===== src/rtl/tl_miss_ctrl_pkg.sv =====
// Shared types for the TileLink miss controller: channel structs, BundleParam
// encodings, the controller state enum and the Edge message builders.
package tl_miss_ctrl_pkg;

  localparam int unsigned ADDR_BITS   = 32;
  localparam int unsigned DATA_BITS   = 32;
  localparam int unsigned SOURCE_BITS = 4;
  localparam int unsigned SINK_BITS   = 4;
  localparam int unsigned SIZE_BITS   = 4;
  localparam int unsigned PARAM_BITS  = 3;
  localparam int unsigned BEAT_BITS   = 2;

  typedef logic [BEAT_BITS-1:0] beat_t;

  typedef enum logic [2:0] {IDLE, REL, REL_WAIT, ACQ, GRANT, ACK, PACK} state_t;

  // BundleParam: grow (A), cap (D), shrink/report (C)
  localparam logic [2:0] NTOB = 3'd0, NTOT = 3'd1, BTOT = 3'd2;
  localparam logic [1:0] TOT  = 2'd0, TOB  = 2'd1, TON  = 2'd2;
  localparam logic [2:0] TTOB = 3'd0, TTON = 3'd1, BTON = 3'd2,
                         TTOT = 3'd3, BTOB = 3'd4, NTON = 3'd5;

  localparam logic [2:0] A_ACQUIRE_BLOCK   = 3'd6;
  localparam logic [2:0] B_PROBE           = 3'd6;
  localparam logic [2:0] C_PROBE_ACK       = 3'd4;
  localparam logic [2:0] C_RELEASE_DATA    = 3'd7;
  localparam logic [2:0] D_ACCESS_ACK_DATA = 3'd1;
  localparam logic [2:0] D_GRANT           = 3'd4;
  localparam logic [2:0] D_GRANT_DATA      = 3'd5;
  localparam logic [2:0] D_RELEASE_ACK     = 3'd6;

  typedef struct packed {
    logic [2:0]             opcode;
    logic [PARAM_BITS-1:0]  param;
    logic [SIZE_BITS-1:0]   size;
    logic [SOURCE_BITS-1:0] source;
    logic [ADDR_BITS-1:0]   address;
    logic [DATA_BITS/8-1:0] mask;
    logic [DATA_BITS-1:0]   data;
  } a_t;

  typedef struct packed {
    logic [2:0]             opcode;
    logic [PARAM_BITS-1:0]  param;
    logic [SIZE_BITS-1:0]   size;
    logic [SOURCE_BITS-1:0] source;
    logic [ADDR_BITS-1:0]   address;
  } b_t;

  typedef struct packed {
    logic [2:0]             opcode;
    logic [PARAM_BITS-1:0]  param;
    logic [SIZE_BITS-1:0]   size;
    logic [SOURCE_BITS-1:0] source;
    logic [ADDR_BITS-1:0]   address;
    logic [DATA_BITS-1:0]   data;
  } c_t;

  typedef struct packed {
    logic [2:0]             opcode;
    logic [PARAM_BITS-1:0]  param;
    logic [SIZE_BITS-1:0]   size;
    logic [SOURCE_BITS-1:0] source;
    logic [SINK_BITS-1:0]   sink;
    logic                   denied;
    logic [DATA_BITS-1:0]   data;
  } d_t;

  typedef struct packed {
    logic [SINK_BITS-1:0] sink;
  } e_t;

  function automatic a_t acquire_block(input logic [SOURCE_BITS-1:0] source,
                                       input logic [ADDR_BITS-1:0] address,
                                       input logic [SIZE_BITS-1:0] lg_size,
                                       input logic [PARAM_BITS-1:0] grow);
    a_t m = '0;
    m.opcode  = A_ACQUIRE_BLOCK;
    m.param   = grow;
    m.size    = lg_size;
    m.source  = source;
    m.address = address;
    m.mask    = '1;
    return m;
  endfunction

  function automatic c_t release_data(input logic [SOURCE_BITS-1:0] source,
                                      input logic [ADDR_BITS-1:0] address,
                                      input logic [SIZE_BITS-1:0] lg_size,
                                      input logic [PARAM_BITS-1:0] shrink,
                                      input logic [DATA_BITS-1:0] data);
    c_t m = '0;
    m.opcode  = C_RELEASE_DATA;
    m.param   = shrink;
    m.size    = lg_size;
    m.source  = source;
    m.address = address;
    m.data    = data;
    return m;
  endfunction

  function automatic c_t probe_ack(input logic [SOURCE_BITS-1:0] source,
                                   input logic [ADDR_BITS-1:0] address,
                                   input logic [SIZE_BITS-1:0] lg_size,
                                   input logic [PARAM_BITS-1:0] report);
    c_t m = '0;
    m.opcode  = C_PROBE_ACK;
    m.param   = report;
    m.size    = lg_size;
    m.source  = source;
    m.address = address;
    return m;
  endfunction

  function automatic e_t grant_ack(input logic [SINK_BITS-1:0] sink);
    e_t m;
    m.sink = sink;
    return m;
  endfunction

  function automatic logic has_data_d(input d_t m);
    return m.opcode[0];
  endfunction

endpackage


===== src/rtl/tl_miss_ctrl_if.sv =====
// TileLink A-E channel bundle between the miss controller (master) and the
// next level of the memory system (slave).
interface tl_miss_ctrl_if;
  import tl_miss_ctrl_pkg::*;

  logic a_valid, a_ready;
  a_t   a;
  logic b_valid, b_ready;
  b_t   b;
  logic c_valid, c_ready;
  c_t   c;
  logic d_valid, d_ready;
  d_t   d;
  logic e_valid, e_ready;
  e_t   e;

  modport master (
    output a_valid, a, input  a_ready,
    input  b_valid, b, output b_ready,
    output c_valid, c, input  c_ready,
    input  d_valid, d, output d_ready,
    output e_valid, e, input  e_ready
  );

  modport slave (
    input  a_valid, a, output a_ready,
    output b_valid, b, input  b_ready,
    input  c_valid, c, output c_ready,
    output d_valid, d, input  d_ready,
    input  e_valid, e, output e_ready
  );
endinterface


===== src/rtl/tl_miss_ctrl.sv =====
// Cache miss controller: optional victim Release, AcquireBlock, Grant refill
// and GrantAck, with ProbeAck service interleaved at safe points.
module tl_miss_ctrl
  import tl_miss_ctrl_pkg::*;
#(
  parameter int unsigned SOURCE_ID = 0,
  parameter int unsigned BEATS     = 4,
  parameter int unsigned LG_BLOCK  = 6,
  localparam int unsigned CW = (BEATS > 1) ? $clog2(BEATS) : 1
) (
  input  logic                  clock,
  input  logic                  reset_n,
  input  logic                  req_valid,
  output logic                  req_ready,
  input  logic [ADDR_BITS-1:0]  req_addr,
  input  logic [PARAM_BITS-1:0] req_grow,
  input  logic                  req_wb,
  input  logic [ADDR_BITS-1:0]  req_wb_addr,
  input  logic [PARAM_BITS-1:0] req_shrink,
  output logic [CW-1:0]         wb_beat,
  input  logic [DATA_BITS-1:0]  wb_data,
  tl_miss_ctrl_if.master        tl,
  input  logic [PARAM_BITS-1:0] probe_perm,
  output logic                  refill_valid,
  output logic [CW-1:0]         refill_beat,
  output logic [DATA_BITS-1:0]  refill_data,
  output logic                  done,
  output logic [1:0]            done_cap,
  output logic                  err
);

  localparam logic [CW-1:0]          LAST = CW'(BEATS - 1);
  localparam logic [SOURCE_BITS-1:0] SRC  = SOURCE_BITS'(SOURCE_ID);
  localparam logic [SIZE_BITS-1:0]   LG   = SIZE_BITS'(LG_BLOCK);

  state_t                state, saved;
  logic [CW-1:0]         cnt;
  logic [ADDR_BITS-1:0]  addr_q, wb_addr_q;
  logic [PARAM_BITS-1:0] grow_q, shrink_q, report_q;
  logic [SINK_BITS-1:0]  sink_q;
  b_t                    probe_q;
  logic                  a_valid_q, c_valid_q, e_valid_q;
  logic                  first_beat, grant_ok;
  logic                  req_fire, a_fire, b_fire, c_fire, d_fire, e_fire;
  logic                  unused_fields;

  assign first_beat = (cnt == '0);
  assign grant_ok   = (tl.d.opcode == D_GRANT_DATA) || (tl.d.opcode == D_GRANT && first_beat);

  // A D beat wins over a probe in the same cycle; the probe is taken next cycle.
  assign req_ready  = reset_n && state == IDLE && !tl.b_valid;
  assign tl.b_ready = reset_n && (state == IDLE ||
                      (!tl.d_valid && (state == REL_WAIT || (state == GRANT && first_beat))));
  assign tl.d_ready = (state == REL_WAIT) || (state == GRANT);

  assign tl.a_valid = a_valid_q;
  assign tl.c_valid = c_valid_q;
  assign tl.e_valid = e_valid_q;
  assign tl.a = acquire_block(SRC, addr_q, LG, grow_q);
  assign tl.c = (state == PACK) ? probe_ack(probe_q.source, probe_q.address, probe_q.size, report_q)
                                : release_data(SRC, wb_addr_q, LG, shrink_q, wb_data);
  assign tl.e = grant_ack(sink_q);
  assign wb_beat = cnt;

  assign req_fire = req_valid && req_ready;
  assign a_fire   = tl.a_valid && tl.a_ready;
  assign b_fire   = tl.b_valid && tl.b_ready;
  assign c_fire   = tl.c_valid && tl.c_ready;
  assign d_fire   = tl.d_valid && tl.d_ready;
  assign e_fire   = tl.e_valid && tl.e_ready;

  assign unused_fields = ^{tl.d.size, tl.d.source, tl.d.denied, tl.d.param[2],
                           probe_q.opcode, probe_q.param};

  always_ff @(posedge clock or negedge reset_n) begin
    if (!reset_n) begin
      state        <= IDLE;
      saved        <= IDLE;
      cnt          <= '0;
      addr_q       <= '0;
      wb_addr_q    <= '0;
      grow_q       <= '0;
      shrink_q     <= '0;
      report_q     <= '0;
      sink_q       <= '0;
      probe_q      <= '0;
      a_valid_q    <= 1'b0;
      c_valid_q    <= 1'b0;
      e_valid_q    <= 1'b0;
      refill_valid <= 1'b0;
      refill_beat  <= '0;
      refill_data  <= '0;
      done         <= 1'b0;
      done_cap     <= '0;
      err          <= 1'b0;
    end else begin
      done         <= 1'b0;
      refill_valid <= 1'b0;
      if (b_fire) begin
        probe_q   <= tl.b;
        report_q  <= probe_perm;
        saved     <= state;
        state     <= PACK;
        c_valid_q <= 1'b1;
      end else begin
        case (state)
          IDLE: if (req_fire) begin
            addr_q    <= req_addr;
            grow_q    <= req_grow;
            wb_addr_q <= req_wb_addr;
            shrink_q  <= req_shrink;
            cnt       <= '0;
            if (req_wb) begin
              state     <= REL;
              c_valid_q <= 1'b1;
            end else begin
              state     <= ACQ;
              a_valid_q <= 1'b1;
            end
          end
          REL: if (c_fire) begin
            if (cnt == LAST) begin
              cnt       <= '0;
              c_valid_q <= 1'b0;
              state     <= REL_WAIT;
            end else begin
              cnt <= cnt + 1'b1;
            end
          end
          REL_WAIT: if (d_fire) begin
            if (tl.d.opcode == D_RELEASE_ACK) begin
              state     <= ACQ;
              a_valid_q <= 1'b1;
            end else begin
              err <= 1'b1;
            end
          end
          ACQ: if (a_fire) begin
            a_valid_q <= 1'b0;
            cnt       <= '0;
            state     <= GRANT;
          end
          GRANT: if (d_fire) begin
            if (grant_ok) begin
              if (first_beat) begin
                sink_q   <= tl.d.sink;
                done_cap <= tl.d.param[1:0];
              end
              if (has_data_d(tl.d)) begin
                refill_valid <= 1'b1;
                refill_beat  <= cnt;
                refill_data  <= tl.d.data;
                if (cnt == LAST) begin
                  cnt       <= '0;
                  e_valid_q <= 1'b1;
                  state     <= ACK;
                end else begin
                  cnt <= cnt + 1'b1;
                end
              end else begin
                e_valid_q <= 1'b1;
                state     <= ACK;
              end
            end else begin
              err <= 1'b1;
            end
          end
          ACK: if (e_fire) begin
            e_valid_q <= 1'b0;
            done      <= 1'b1;
            state     <= IDLE;
          end
          PACK: if (c_fire) begin
            c_valid_q <= 1'b0;
            state     <= saved;
          end
          default: state <= IDLE;
        endcase
      end
    end
  end

endmodule


===== src/flat_wrapper.sv =====
// flat-port wrapper written by rule: the top's interface ports become plain ports
module tl_miss_ctrl_flat import tl_miss_ctrl_pkg::*;
#(
  parameter int unsigned SOURCE_ID = 0,
  parameter int unsigned BEATS     = 4,
  parameter int unsigned LG_BLOCK  = 6,
  localparam int unsigned CW = (BEATS > 1) ? $clog2(BEATS) : 1
)
  (clock, reset_n, req_valid, req_ready, req_addr, req_grow, req_wb, req_wb_addr, req_shrink, wb_beat, wb_data, probe_perm, refill_valid, refill_beat, refill_data, done, done_cap, err, tl_a_valid, tl_a, tl_a_ready, tl_b_valid, tl_b, tl_b_ready, tl_c_valid, tl_c, tl_c_ready, tl_d_valid, tl_d, tl_d_ready, tl_e_valid, tl_e, tl_e_ready);
  tl_miss_ctrl_if tl_i ();
  input  logic clock;
  input  logic reset_n;
  input  logic req_valid;
  output logic req_ready;
  input  logic [ADDR_BITS-1:0] req_addr;
  input  logic [PARAM_BITS-1:0] req_grow;
  input  logic req_wb;
  input  logic [ADDR_BITS-1:0] req_wb_addr;
  input  logic [PARAM_BITS-1:0] req_shrink;
  output logic [CW-1:0] wb_beat;
  input  logic [DATA_BITS-1:0] wb_data;
  input  logic [PARAM_BITS-1:0] probe_perm;
  output logic refill_valid;
  output logic [CW-1:0] refill_beat;
  output logic [DATA_BITS-1:0] refill_data;
  output logic done;
  output logic [1:0] done_cap;
  output logic err;
  output wire logic [$bits(tl_i.a_valid)-1:0] tl_a_valid;
  output wire logic [$bits(tl_i.a)-1:0] tl_a;
  input wire logic [$bits(tl_i.a_ready)-1:0] tl_a_ready;
  input wire logic [$bits(tl_i.b_valid)-1:0] tl_b_valid;
  input wire logic [$bits(tl_i.b)-1:0] tl_b;
  output wire logic [$bits(tl_i.b_ready)-1:0] tl_b_ready;
  output wire logic [$bits(tl_i.c_valid)-1:0] tl_c_valid;
  output wire logic [$bits(tl_i.c)-1:0] tl_c;
  input wire logic [$bits(tl_i.c_ready)-1:0] tl_c_ready;
  input wire logic [$bits(tl_i.d_valid)-1:0] tl_d_valid;
  input wire logic [$bits(tl_i.d)-1:0] tl_d;
  output wire logic [$bits(tl_i.d_ready)-1:0] tl_d_ready;
  output wire logic [$bits(tl_i.e_valid)-1:0] tl_e_valid;
  output wire logic [$bits(tl_i.e)-1:0] tl_e;
  input wire logic [$bits(tl_i.e_ready)-1:0] tl_e_ready;
  assign tl_a_valid = tl_i.a_valid;
  assign tl_a = tl_i.a;
  assign tl_i.a_ready = tl_a_ready;
  assign tl_i.b_valid = tl_b_valid;
  assign tl_i.b = tl_b;
  assign tl_b_ready = tl_i.b_ready;
  assign tl_c_valid = tl_i.c_valid;
  assign tl_c = tl_i.c;
  assign tl_i.c_ready = tl_c_ready;
  assign tl_i.d_valid = tl_d_valid;
  assign tl_i.d = tl_d;
  assign tl_d_ready = tl_i.d_ready;
  assign tl_e_valid = tl_i.e_valid;
  assign tl_e = tl_i.e;
  assign tl_i.e_ready = tl_e_ready;
  tl_miss_ctrl #(.SOURCE_ID(SOURCE_ID), .BEATS(BEATS), .LG_BLOCK(LG_BLOCK)) u_core (.clock(clock), .reset_n(reset_n), .req_valid(req_valid), .req_ready(req_ready), .req_addr(req_addr), .req_grow(req_grow), .req_wb(req_wb), .req_wb_addr(req_wb_addr), .req_shrink(req_shrink), .wb_beat(wb_beat), .wb_data(wb_data), .tl(tl_i), .probe_perm(probe_perm), .refill_valid(refill_valid), .refill_beat(refill_beat), .refill_data(refill_data), .done(done), .done_cap(done_cap), .err(err));
endmodule

===== config.mk =====
export PLATFORM = sky130hd
export DESIGN_NAME = tl_miss_ctrl_flat
export DESIGN_NICKNAME = d
export VERILOG_FILES = /design/src/rtl/tl_miss_ctrl_pkg.sv /design/src/rtl/tl_miss_ctrl_if.sv /design/src/rtl/tl_miss_ctrl.sv /design/src/flat_wrapper.sv
export SDC_FILE = /design/constraint.sdc
export NUM_CORES = 1
export LEC_CHECK = 0
export CAP_MARGIN = 20
export CELL_PAD_IN_SITES_DETAIL_PLACEMENT = 0
export CELL_PAD_IN_SITES_GLOBAL_PLACEMENT = 2
export CORE_MARGIN = 2
export CORE_UTILIZATION = 23
export CTS_CLUSTER_DIAMETER = 40
export DETAILED_ROUTE_END_ITERATION = 10
export GPL_TIMING_DRIVEN = 0
export PLACE_DENSITY = 0.8
export RECOVER_POWER = 100
export SLEW_MARGIN = 15
export SYNTH_ARGS = -nofsm -noshare
export SYNTH_HDL_FRONTEND = slang
export SYNTH_SLANG_ARGS = --single-unit
export TNS_END_PERCENT = 20

===== constraint.sdc =====
create_clock -name clock -period 2.55 [get_ports clock]
set_input_delay 0.51 -clock clock [delete_from_list [all_inputs] [get_ports clock]]
set_output_delay 0.51 -clock clock [all_outputs]
set_load 0.02 [all_outputs]

==> results.ini <==
[status]
status = complete, but fails checks
violations = max-capacitance violations, max-slew violations

[sta]
tightest_slew_ns = 1.90
fin_crit_ns = 2.46
slew_headroom_pct = -26.9
setup_tns_ns = 0
setup_viol = 0
fin_skew_ns = 0.00705
rsz0062_at_grt = yes
slew_violations = 102
fmax_ghz = 0.407
fin_crit_sh_pct = 96.4
timing_hold_violations_final = 0

[power_and_ir_drop]
ir_worst_vdd_v = 0.000611
leakage_nw = 5.79
power.density_nw_per_um2 = 1080
power_mw = 13.5

[yosys]
syn_area_per_cell_um2 = 12.0
ys_seq_area_share_pct = 54.7
synth_area_um2 = 7640
synth-edff-count = 0
synth_ff_type = dfrtp_1
ys_types = 45
synthCells = 638
synth_warnings = 0
async_reset_ff_share_pct = 100
synth.ff_latch_count = 167

[run]
drv_cap = 2

[placement]
hpwl_mm = 18.7
place_congestion = 0.738
io_buffers = 357

[setup_path]
path_class = reg2out
timing.rr.end = u_core.probe_q[24]
cp-end-kind = output port
cp_data_arrival_time_ns = 1.95
slowest_delay_ns = 0.47
cp-start-kind = register
cp_slowest_cell = dfrtp_2
worstPathCellList = and3b_1 > buf_6 > clkbuf_16 > clkbuf_8 > nor2b_1 > clkdlybuf4s15_2
r2r_start = u_core.wb_beat[0]
reg2regPathDepth = 7
reg2reg_slack_ns = 0.24
critPathRequiredTime_ns = 2.04
crit_fanout = 10

[clock_network]
clk_latency_ns = 0.42
clockBufferDepth = 2
htree_levels = 4
cts_tree = done
cts_buffers = 17
clkSinkCount = 167
cts_root_buf = clkbuf_16
path_clk_slew_ns = 0.06

[route]
via_per_inst = 4.01
wl_per_cell_um = 16.4
drc = 0
drtIter0Drc = 135
vias = 6096
routed_wl_mm = 24.9
ant_nets = 0
firstDrtPassIters = 4

[global_route]
grt_max_degree = 74
antenna_found_initial = 1
grt_overflow_total = 0
grt_pass1_vias = 6298
grtUsageTotal_pct = 14.1
grt_pass1_wl_mm = 36.3

[worst_hold_path]
min_path_cells = 1
hold_path_class = reg2reg
hp-start = u_core.saved[0]
holdPathEnd = u_core.saved[0]

[floorplanning]
initial_utilization_pct = 23.4
ios = 422
std_cell_rows = 66
coreArea_um2 = 32600
dieArea_um2 = 34700
die_height_um = 186
die_x_um = 186

[cells_and_area]
final_common_cell = clkdlybuf4s50_1
layout.nets = 1280
drive_above_1_share_pct = 23.8
layout_common_cells = 276 x clkdlybuf4s50_1, 165 x dfrtp_1, 121 x nand2_1
syn_to_final_growth_pct = 63.2

[Yosys cell counts, types with 3 or more instances]
| master | n | share of area [%] |
|---|---|---|
| dfrtp_1 | 167 | 55 |
| nand3_1 | 3 | 0.20 |
| buf_2 | 14 | 0.92 |
| a21oi_1 | 6 | 0.39 |
| mux2_2 | 83 | 12 |
| nor2_1 | 12 | 0.59 |
| mux2_1 | 72 | 11 |
| nor2b_1 | 36 | 2.9 |
| nand2b_1 | 4 | 0.33 |
| clkbuf_1 | 12 | 0.59 |
| and2_1 | 7 | 0.57 |
| buf_1 | 3 | 0.15 |
| mux2i_1 | 4 | 0.52 |
| o21ai_0 | 5 | 0.33 |
| buf_4 | 50 | 4.9 |
| inv_1 | 5 | 0.25 |
| nand2_1 | 121 | 5.9 |
| nor3_1 | 3 | 0.20 |
[stage by stage]
stage / instances / setup WS [ns] / utilization (%) / instance area (µm²) / hold WS (ns)
3_5_place_dp: 1485 / -0.965 / 36.8 / 12000 / 0.446
6_report: 1521 / 0.0906 / 38.2 / 12500 / 0.482
2_1_floorplan: 684 / 0.418 / - / 7810 / 0.214
5_1_grt: 1521 / -0.0288 / 38.2 / 12500 / 0.501
4_1_cts: 1518 / -0.142 / 38.6 / 12600 / 0.120
3_3_place_gp: 1483 / -8.58 / 36.6 / 11900 / 0.456
[worst max path at each step]
stage	cells after the start	start	end	slack (ns)
after CTS	5	u_core.wb_beat[0]	tl_b_ready	-0.14
after floorplan	6	u_core.state[0]	tl_c[64]	0.42
after global routing	6	u_core.state[0]	tl_c[65]	-0.03
after detailed placement	8	u_core.state[0]	tl_c[49]	-0.96
after global placement	5	reset_n	u_core.probe_q[26]	-8.58
final	6	u_core.state[1]	tl_c[2]	0.09
[flip-flops by register name, indices dropped and copies added, names as in the netlist]
| signal | cells |
|---|---|
| u_core.shrink_q | 3 |
| u_core.state | 3 |
| u_core.tl.e | 4 |
| u_core.refill_beat | 2 |
| u_core.report_q | 3 |
| u_core.tl.e_valid | 1 |
| u_core.refill_valid | 1 |
| u_core.wb_addr_q | 32 |
| u_core.refill_data | 32 |
| u_core.addr_q | 32 |
| u_core.grow_q | 3 |
| u_core.err | 1 |
| u_core.done_cap | 2 |
| u_core.probe_q | 40 |
| u_core.tl.c_valid | 1 |
| u_core.wb_beat | 2 |
| u_core.done | 1 |
| u_core.saved | 3 |
| u_core.tl.a_valid | 1 |
[worst max-delay path: cells and delay by family (launching register included)]
family,cells,cell delay (ns)
simple gates,2,0.30
flops,1,0.47
buf+inv,4,0.75
[power breakdown]
group | internal, mW | switching (mW) | leakage [nW]
combinational | 2.99 | 3.27 | 3.41
clock | 1.68 | 1.08 | 0.300
sequential | 3.85 | 0.614 | 2.09
[final cells by class]
cell class | count | area (µm²)
Clock buffer | 22 | 464
Tap cell | 442 | 553
Timing Repair Buffer | 364 | 3340
Buffer | 80 | 622
Fill cell | 3257 | 20200
Inverter | 6 | 25.0
Clock inverter | 8 | 148
Sequential cell | 167 | 4180
Antenna cell | 1 | 2.50
Multi-Input combinational cell | 431 | 3130
[logic make-up after synthesis]
family,count (synthesis),synth area share (%)
compound gates,23,2.03
xor+xnor,1,0.115
fa+ha+maj,2,0.327
buf+inv,86,7.01
flops,167,54.7
mux,159,23.4
other cells,2,0.0983
simple gates,198,12.3
[per-layer routing]
| layer | vias up | track usage (%) | routed length [µm] |
|---|---|---|---|
| met5 | - | 0 | 0 |
| met4 | 0 | 4.03 | 306 |
| met3 | 16 | 4.50 | 2050 |
| met2 | 239 | 25.2 | 12700 |
| met1 | 2946 | 16.0 | 9840 |
| li1 | 2895 | - | - |
[what timing repair did]
item	in CTS	in global routing
endpoints found under the hold margin	7	0
setup buffers	0	2
gates resized for setup	225	53
setup endpoints to repair	122	61
hold buffers	3	0
Note: power is estimated with default switching activity, not from simulation.
